--- src/rtl/mips_cpu_fetch.sv ---
// ---------------------------------------------------------------------------
// mips_cpu_fetch
//   Instruction fetch stage for the multi-cycle MIPS core. Reads the word at
//   the current PC over Avalon-MM, latches it into the instruction register
//   (IR), and presents the decoded instruction fields while the instruction
//   executes. pc_stall holds the PC stage so that the PC advances exactly once
//   per executed instruction. A fetch from HALT_ADDR parks the stage in HALT;
//   a fetch from a misaligned PC parks it in ERR with a sticky fetch_error.
//
// Parameters
//   BYTE_SWAP    1: IR = byte-reversed readdata, 0: IR = readdata
//   EXEC_CYCLES  cycles the IR is presented valid per instruction (>= 1)
//   HALT_ADDR    PC value that halts the core instead of being fetched
//
// Ports
//   clk, reset         clock and synchronous active-high reset
//   pc                 current PC from the PC stage (stable while pc_stall=1)
//   address, read      Avalon read request (address is 0 when read=0)
//   waitrequest        Avalon stall; readdata valid when read=1 and this is 0
//   readdata           Avalon read data
//   instr              IR contents
//   opcode/rt/rd/sa/funct/offset/target   pure bit slices of the IR
//   instr_valid        1 while the instruction is executing
//   pc_stall           0 only on the last execute cycle (PC advances then)
//   active             0 once halted or faulted
//   fetch_error        sticky misaligned-fetch flag
// ---------------------------------------------------------------------------
module mips_cpu_fetch #(
  parameter int          BYTE_SWAP   = 0,
  parameter int          EXEC_CYCLES = 1,
  parameter logic [31:0] HALT_ADDR   = 32'h0000_0000
) (
  input  logic        clk,
  input  logic        reset,
  input  logic [31:0] pc,
  output logic [31:0] address,
  output logic        read,
  input  logic        waitrequest,
  input  logic [31:0] readdata,
  output logic [31:0] instr,
  output logic [5:0]  opcode,
  output logic [4:0]  rt,
  output logic [4:0]  rd,
  output logic [4:0]  sa,
  output logic [5:0]  funct,
  output logic [15:0] offset,
  output logic [25:0] target,
  output logic        instr_valid,
  output logic        pc_stall,
  output logic        active,
  output logic        fetch_error
);

  localparam int             CW       = (EXEC_CYCLES > 1) ? $clog2(EXEC_CYCLES) : 1;
  localparam logic [CW-1:0]  CNT_LAST = CW'(EXEC_CYCLES - 1);

  typedef enum logic [2:0] {
    S_IDLE,
    S_FETCH,
    S_EXEC,
    S_HALT,
    S_ERR
  } state_t;

  state_t        r_state;
  state_t        w_state_next;
  logic [31:0]   r_ir;
  logic [31:0]   w_ir_next;
  logic [CW-1:0] r_cnt;
  logic [CW-1:0] w_cnt_next;
  logic          r_fetch_error;
  logic          w_fetch_error_next;
  logic [31:0]   w_rdata_fmt;

  // Bus word as it should appear in the IR.
  generate
    if (BYTE_SWAP != 0) begin : g_swap
      for (genvar gi = 0; gi < 4; gi++) begin : g_byte
        assign w_rdata_fmt[8*gi +: 8] = readdata[8*(3-gi) +: 8];
      end
    end else begin : g_noswap
      assign w_rdata_fmt = readdata;
    end
  endgenerate

  always_ff @(posedge clk) begin
    if (reset) begin
      r_state       <= S_IDLE;
      r_ir          <= 32'h0000_0000;
      r_cnt         <= '0;
      r_fetch_error <= 1'b0;
    end else begin
      r_state       <= w_state_next;
      r_ir          <= w_ir_next;
      r_cnt         <= w_cnt_next;
      r_fetch_error <= w_fetch_error_next;
    end
  end

  always_comb begin
    w_state_next       = r_state;
    w_ir_next          = r_ir;
    w_cnt_next         = r_cnt;
    w_fetch_error_next = r_fetch_error;
    read               = 1'b0;
    address            = 32'h0000_0000;
    instr_valid        = 1'b0;
    pc_stall           = 1'b1;

    unique case (r_state)
      S_IDLE: begin
        w_state_next = S_FETCH;
      end

      S_FETCH: begin
        // Halt address wins over the alignment check.
        if (pc == HALT_ADDR) begin
          w_state_next = S_HALT;
        end else if (pc[1:0] != 2'b00) begin
          w_state_next       = S_ERR;
          w_fetch_error_next = 1'b1;
        end else begin
          read    = 1'b1;
          address = pc;
          if (!waitrequest) begin
            w_ir_next    = w_rdata_fmt;
            w_cnt_next   = '0;
            w_state_next = S_EXEC;
          end
        end
      end

      S_EXEC: begin
        instr_valid = 1'b1;
        if (r_cnt == CNT_LAST) begin
          // Release the PC stage on this edge; the next FETCH sees the new PC.
          pc_stall     = 1'b0;
          w_state_next = S_FETCH;
        end else begin
          w_cnt_next = r_cnt + 1'b1;
        end
      end

      S_HALT: begin
        w_state_next = S_HALT;
      end

      S_ERR: begin
        w_state_next = S_ERR;
      end

      default: begin
        w_state_next = S_IDLE;
      end
    endcase
  end

  assign active      = (r_state != S_HALT) && (r_state != S_ERR);
  assign fetch_error = r_fetch_error;

  assign instr  = r_ir;
  assign opcode = r_ir[31:26];
  assign rt     = r_ir[20:16];
  assign rd     = r_ir[15:11];
  assign sa     = r_ir[10:6];
  assign funct  = r_ir[5:0];
  assign offset = r_ir[15:0];
  assign target = r_ir[25:0];

endmodule

--- config.mk ---
export PLATFORM = sky130hd
export DESIGN_NAME = mips_cpu_fetch
export DESIGN_NICKNAME = d
export VERILOG_FILES = /design/src/rtl/mips_cpu_fetch.sv
export SDC_FILE = /design/constraint.sdc
export NUM_CORES = 1
export LEC_CHECK = 0
export ABC_AREA = 1
export ABC_CLOCK_PERIOD_IN_PS = 2100
export CELL_PAD_IN_SITES_DETAIL_PLACEMENT = 1
export CELL_PAD_IN_SITES_GLOBAL_PLACEMENT = 1
export CORE_ASPECT_RATIO = 0.7
export CORE_MARGIN = 4
export CORE_UTILIZATION = 30
export DETAILED_ROUTE_END_ITERATION = 16
export DONT_BUFFER_PORTS = 1
export PLACE_DENSITY_LB_ADDON = 0.1
export SLEW_MARGIN = 20
export SYNTH_ARGS = -nofsm -noshare
export SYNTH_HDL_FRONTEND = slang
export SYNTH_SLANG_ARGS = --single-unit
--- constraint.sdc ---
create_clock -name clk -period 2.1 [get_ports clk]
set_input_delay 0.63 -clock clk [delete_from_list [all_inputs] [get_ports clk]]
set_output_delay 0.63 -clock clk [all_outputs]
set_load 0.01 [all_outputs]
# After elaboration in Yosys (flattened, before gate mapping)
# Cells that the tools add are included.
# op_classes
n_eq_ne,11
n_bitwise,3
n_shift,0
n_reduce_logical,9
n_lt_le_gt_ge,0
n_mux,19
add_sub_neg,1
div,0
mul,0
# ops
op,n
$mux 32,3
$logic_not 32->1,1
$pmux 3 s5,1
$mux 3,4
$mux 1,10
$ne 2x2->1 const B,4
$reduce_and 4->1,2
$eq 3x2->1 const B,2
$ne 4x4->1 const B,1
$reduce_bool 2->1,2
$eq 3x1->1 const B,1
$eq 3x3->1 const B,1
$logic_not 3->1,1
$ne 3x2->1 const B,1
$ne 3x3->1 const B,1
$not 1->1,3
$reduce_and 3->1,1
$pmux 1 s2,1
$reduce_and 2->1,1
$add 1x1->1 const B,1
$logic_and 1x1->1,1
# word_totals
word_cells,47
ff_bits,37
out_inout_bits,138
ramBits,0
latchBits,0
mem_count,0
rom_bits,0
in_bits,67

# Depth between registers and ports, before layout
# logic_depth
depth_word,4
mapped_depth,11
mapped_depth_nobuf,10

# Worst setup path before layout
# No wires, ideal clock.
# synth_timing
path_kind,input port to output port
from,in pc[1]
to,out address[18]
path_buffers,1
path_stages,9
path_slack_ns,-0.084
arrival_time_ns,1.554
required_time_ns,1.470
cell_sequence,inv_1 > nand2_1 > nor2_1 > nand2_1 > nor2_1 > nand2_1 > nand2_1 > buf_2 > nor2_1
# synth_between
elab_chain_len,4
elab_cells_between_ends,5
classes_between,3 x mux; 2 x reduce/logical
# synth_lines
element,line,source
start: declaration,35,"input logic [31:0] pc,"
"parallel branches: the longest is 2 deep, another holds $logic_not 32->1",n/a,
$mux 32 (*),117,if (pc == HALT_ADDR) begin
$mux 32 (*),110,unique case (r_state)
end: declaration,36,"output logic [31:0] address,"
# Mark *: on every way between the ends.

# Final worst setup path
# layout_timing
from,reg r_state[2]
to,out address[26]
# layout_between
elab_chain_len,2
# layout_lines
element,line,source
start: declaration,65,state_t r_state;
start signal: assignment,93,r_state <= w_state_next;
$eq 3x1->1,110,
$mux 32,110,
# No other way between the ends.

==> results.tsv <==
stage	metric	value	unit
yosys	synth_fa_ha_area_share	0	%
clocking	clk_latency	0.28	ns
route	routed-via-count	2339	
sta	finalHoldViolCount	0	
yosys	synth_seq_cells	36	
yosys	synth_top_family_by_area	buffers and inverters	
floorplanning	ios	205	
sta	setup_tns	-0.766	ns
sta	fmax	464	MHz
yosys	yosys.area_share.simple	31.4	%
power	ir_drop	0.258	mV
setup_path	crit_chain	nor4_4 > nand2_8 > clkbuf_16 > nor2_2	
cells_and_area	post-route-util	36.1	%
clocking	clock-sinks	36	
sta	grt_setup_unrepaired	yes	
floorplanning	die_area	10700	µm²
setup_path	crit_cells	4	
run_status	failed_checks	setup timing	
flow_run	max_cap_violations	0	
clocking	cts_tree	done	
sta	fin_ws	-0.0549	ns
yosys	avgSynthCellArea	5.84	µm²
grt	grt.total_usage	14.2	%
setup_path	crit_type	flop to output port	
cells_and_area	nets	489	
yosys	synth.most_common_cell	inv_1	
place	dpl_cell_area	2610	µm²
min_path	hold_depth	1	
yosys	synth_top_cell_area_share	26.4	%
setup_path	worstPathArrival	1.52	ns
yosys	synth_edf_count	0	
yosys	synth_compound_area_share	0.918	%
setup_path	end_kind	output port	
grt	grt_pass1_vias	2326	
run_status	outcome	complete, but fails checks	
cells_and_area	drive_above_1_share	27.9	%
yosys	synth_xor_area_share	0	%
grt	grt_pass1_wl	11.9	mm
place	port-buffer-count	0	
sta	fin_crit	2.15	ns
cells_and_area	final_cell_area	3130	µm²
route	final_antenna_net_count	0	
clocking	cts_max_level	2	
setup_path	slowest_stage	nor4_4	
yosys	synth-main-ff-cell	dfxtp_1	
min_path	hold_path_class	input pin to flop	
grt	grt_max_degree	36	
route	via_per_inst	4.31	
place	dp_hpwl	5.22	mm
setup_path	cp_slowest_stage_delay	0.42	ns
sta	fin_crit_sh	103	%
floorplanning	die_w	122	µm
sta	fin_worst_skew	0.00610	ns
floorplanning	die_h	87.8	µm
cells_and_area	instances_no_fill	543	
yosys	ys_warn_count	0	
setup_path	crit_family	simple AND/OR/NAND/NOR gates	
floorplanning	core	8650	µm²
setup_path	cp.required	1.47	ns
yosys	synth_area_leaders	dfxtp_1 26%, buf_4 20%, inv_1 19%	
power	powerDensity	633	nW/µm²
floorplanning	rows	28	
sta	finalMaxSlewViolations	0	
yosys	syn_inst	467	
route	first_pass_iters	4	
yosys	yosysSeqAreaShare	26.4	%
yosys	async_flop_share	0	%
clocking	cts_made_buffers	5	
grt	antenna_found_initial	0	
clocking	root_buffer	clkbuf_16	
setup_path	critical_path.startpoint_type	flop	
cells_and_area	antenna_cells	0	
yosys	ys_top_cells_by_count	136 x inv_1, 84 x nand2_1, 77 x nor2_1, 71 x buf_4, 36 x dfxtp_1	
clocking	holdBufCountCts	0	
yosys	synthMuxAreaShare	0	%
setup_path	ff2ff_path_depth	7	
route	drc_errors	0	
grt	overflow	0	
setup_path	crit_fanout	5	
setup_path	crit_buf_inv	1	
sta	setup_viol	28	
route	wl_per_cell	14.6	µm
power	leakage	1.56	nW
clocking	clkTransAtPathRegs	0.06	ns
yosys	syn_area	2730	µm²
place	gp_congestion	0.698	
floorplanning	start_util	31.5	%
cells_and_area	area_growth	14.7	%
yosys	synth.distinct_cells	15	
route	drt-initial-drc-count	62	
clocking	clk_path_buf_depth	2	
place	dp_cells	528	
route	routed_wl	7.94	mm
yosys	synth_largest_area_cell	dfxtp_1	
power	power.total	1.98	mW
-- timing repair --
| action | 4_1_cts | 5_1_grt |
|---|---|---|
| gates resized for setup | 31 | 58 |
| buffers inserted | 2 | 2 |
| cloned | 2 | 1 |
| pin swaps | 5 | 13 |
| setup endpoints to repair | 31 | 31 |
-- state kept, by name (all words and copies together), names as in the netlist --
register     cells
fetch_error      1
r_state          3
instr           32
-- layer usage --
layer / wire, µm / track usage, % / share of wire, %
met5: 0 / 0 / 0
met4: 48 / 3.15 / 0.60
met3: 746 / 6.39 / 9.4
met2: 3730 / 23.5 / 47
met1: 3410 / 17.0 / 43
-- cells by family (layout without fill, tap and decap cells) --
group,count (synthesis),in the layout
simple gates,200,200
other cells,1,2
flops,36,36
buf+inv,225,180
compound gates,5,5
-- placed cells by master, fill, tap and decap left out, drive strengths merged, types with 2 or more instances in the layout --
cell    synthesis  layout
a21oi           4       4
buf            84      35
clkbuf          5       6
conb            1       2
dfxtp          36      36
inv           136     136
nand2          84      84
nand3           3       3
nand4          33      33
nor2           77      77
nor3            2       2
-- where the power goes --
group	total [mW]	switching, mW	internal (mW)
combinational	0.338	0.202	0.136
clock	0.865	0.307	0.558
sequential	0.778	0.0657	0.712
-- path summary, 6_finish.rpt --
check                                                 to  slack [ns]                startpoint
worst min-delay path             r_state[1]$_SDFFE_PP0P_        0.41                     reset
worst min register to register  fetch_error$_SDFFE_PP0P_        0.50  fetch_error$_SDFFE_PP0P_
worst max-delay path                         address[26]       -0.05   r_state[2]$_SDFFE_PP0P_
worst max register to register    instr[31]$_SDFFE_PP0P_        0.21   r_state[2]$_SDFFE_PP0P_
-- stage by stage --
stage | hold WS (ns) | worst slack (ns)
3_3_place_gp | 0.497 | -0.0562
2_1_floorplan | 0.468 | -0.000326
4_1_cts | 0.395 | -0.0398
5_1_grt | 0.397 | -0.138
3_5_place_dp | 0.499 | -0.0711
6_report | 0.406 | -0.0549
-- layout make-up --
type / count / area (µm²)
repair buffers: 36 / 369
flip-flops and latches: 36 / 727
clock inverters: 3 / 42.5
inverters: 136 / 556
fillers: 1139 / 5530
clock buffers: 5 / 125
well taps: 120 / 150
multi-input cells: 207 / 1160
Power figures use the tool's default switching activity.
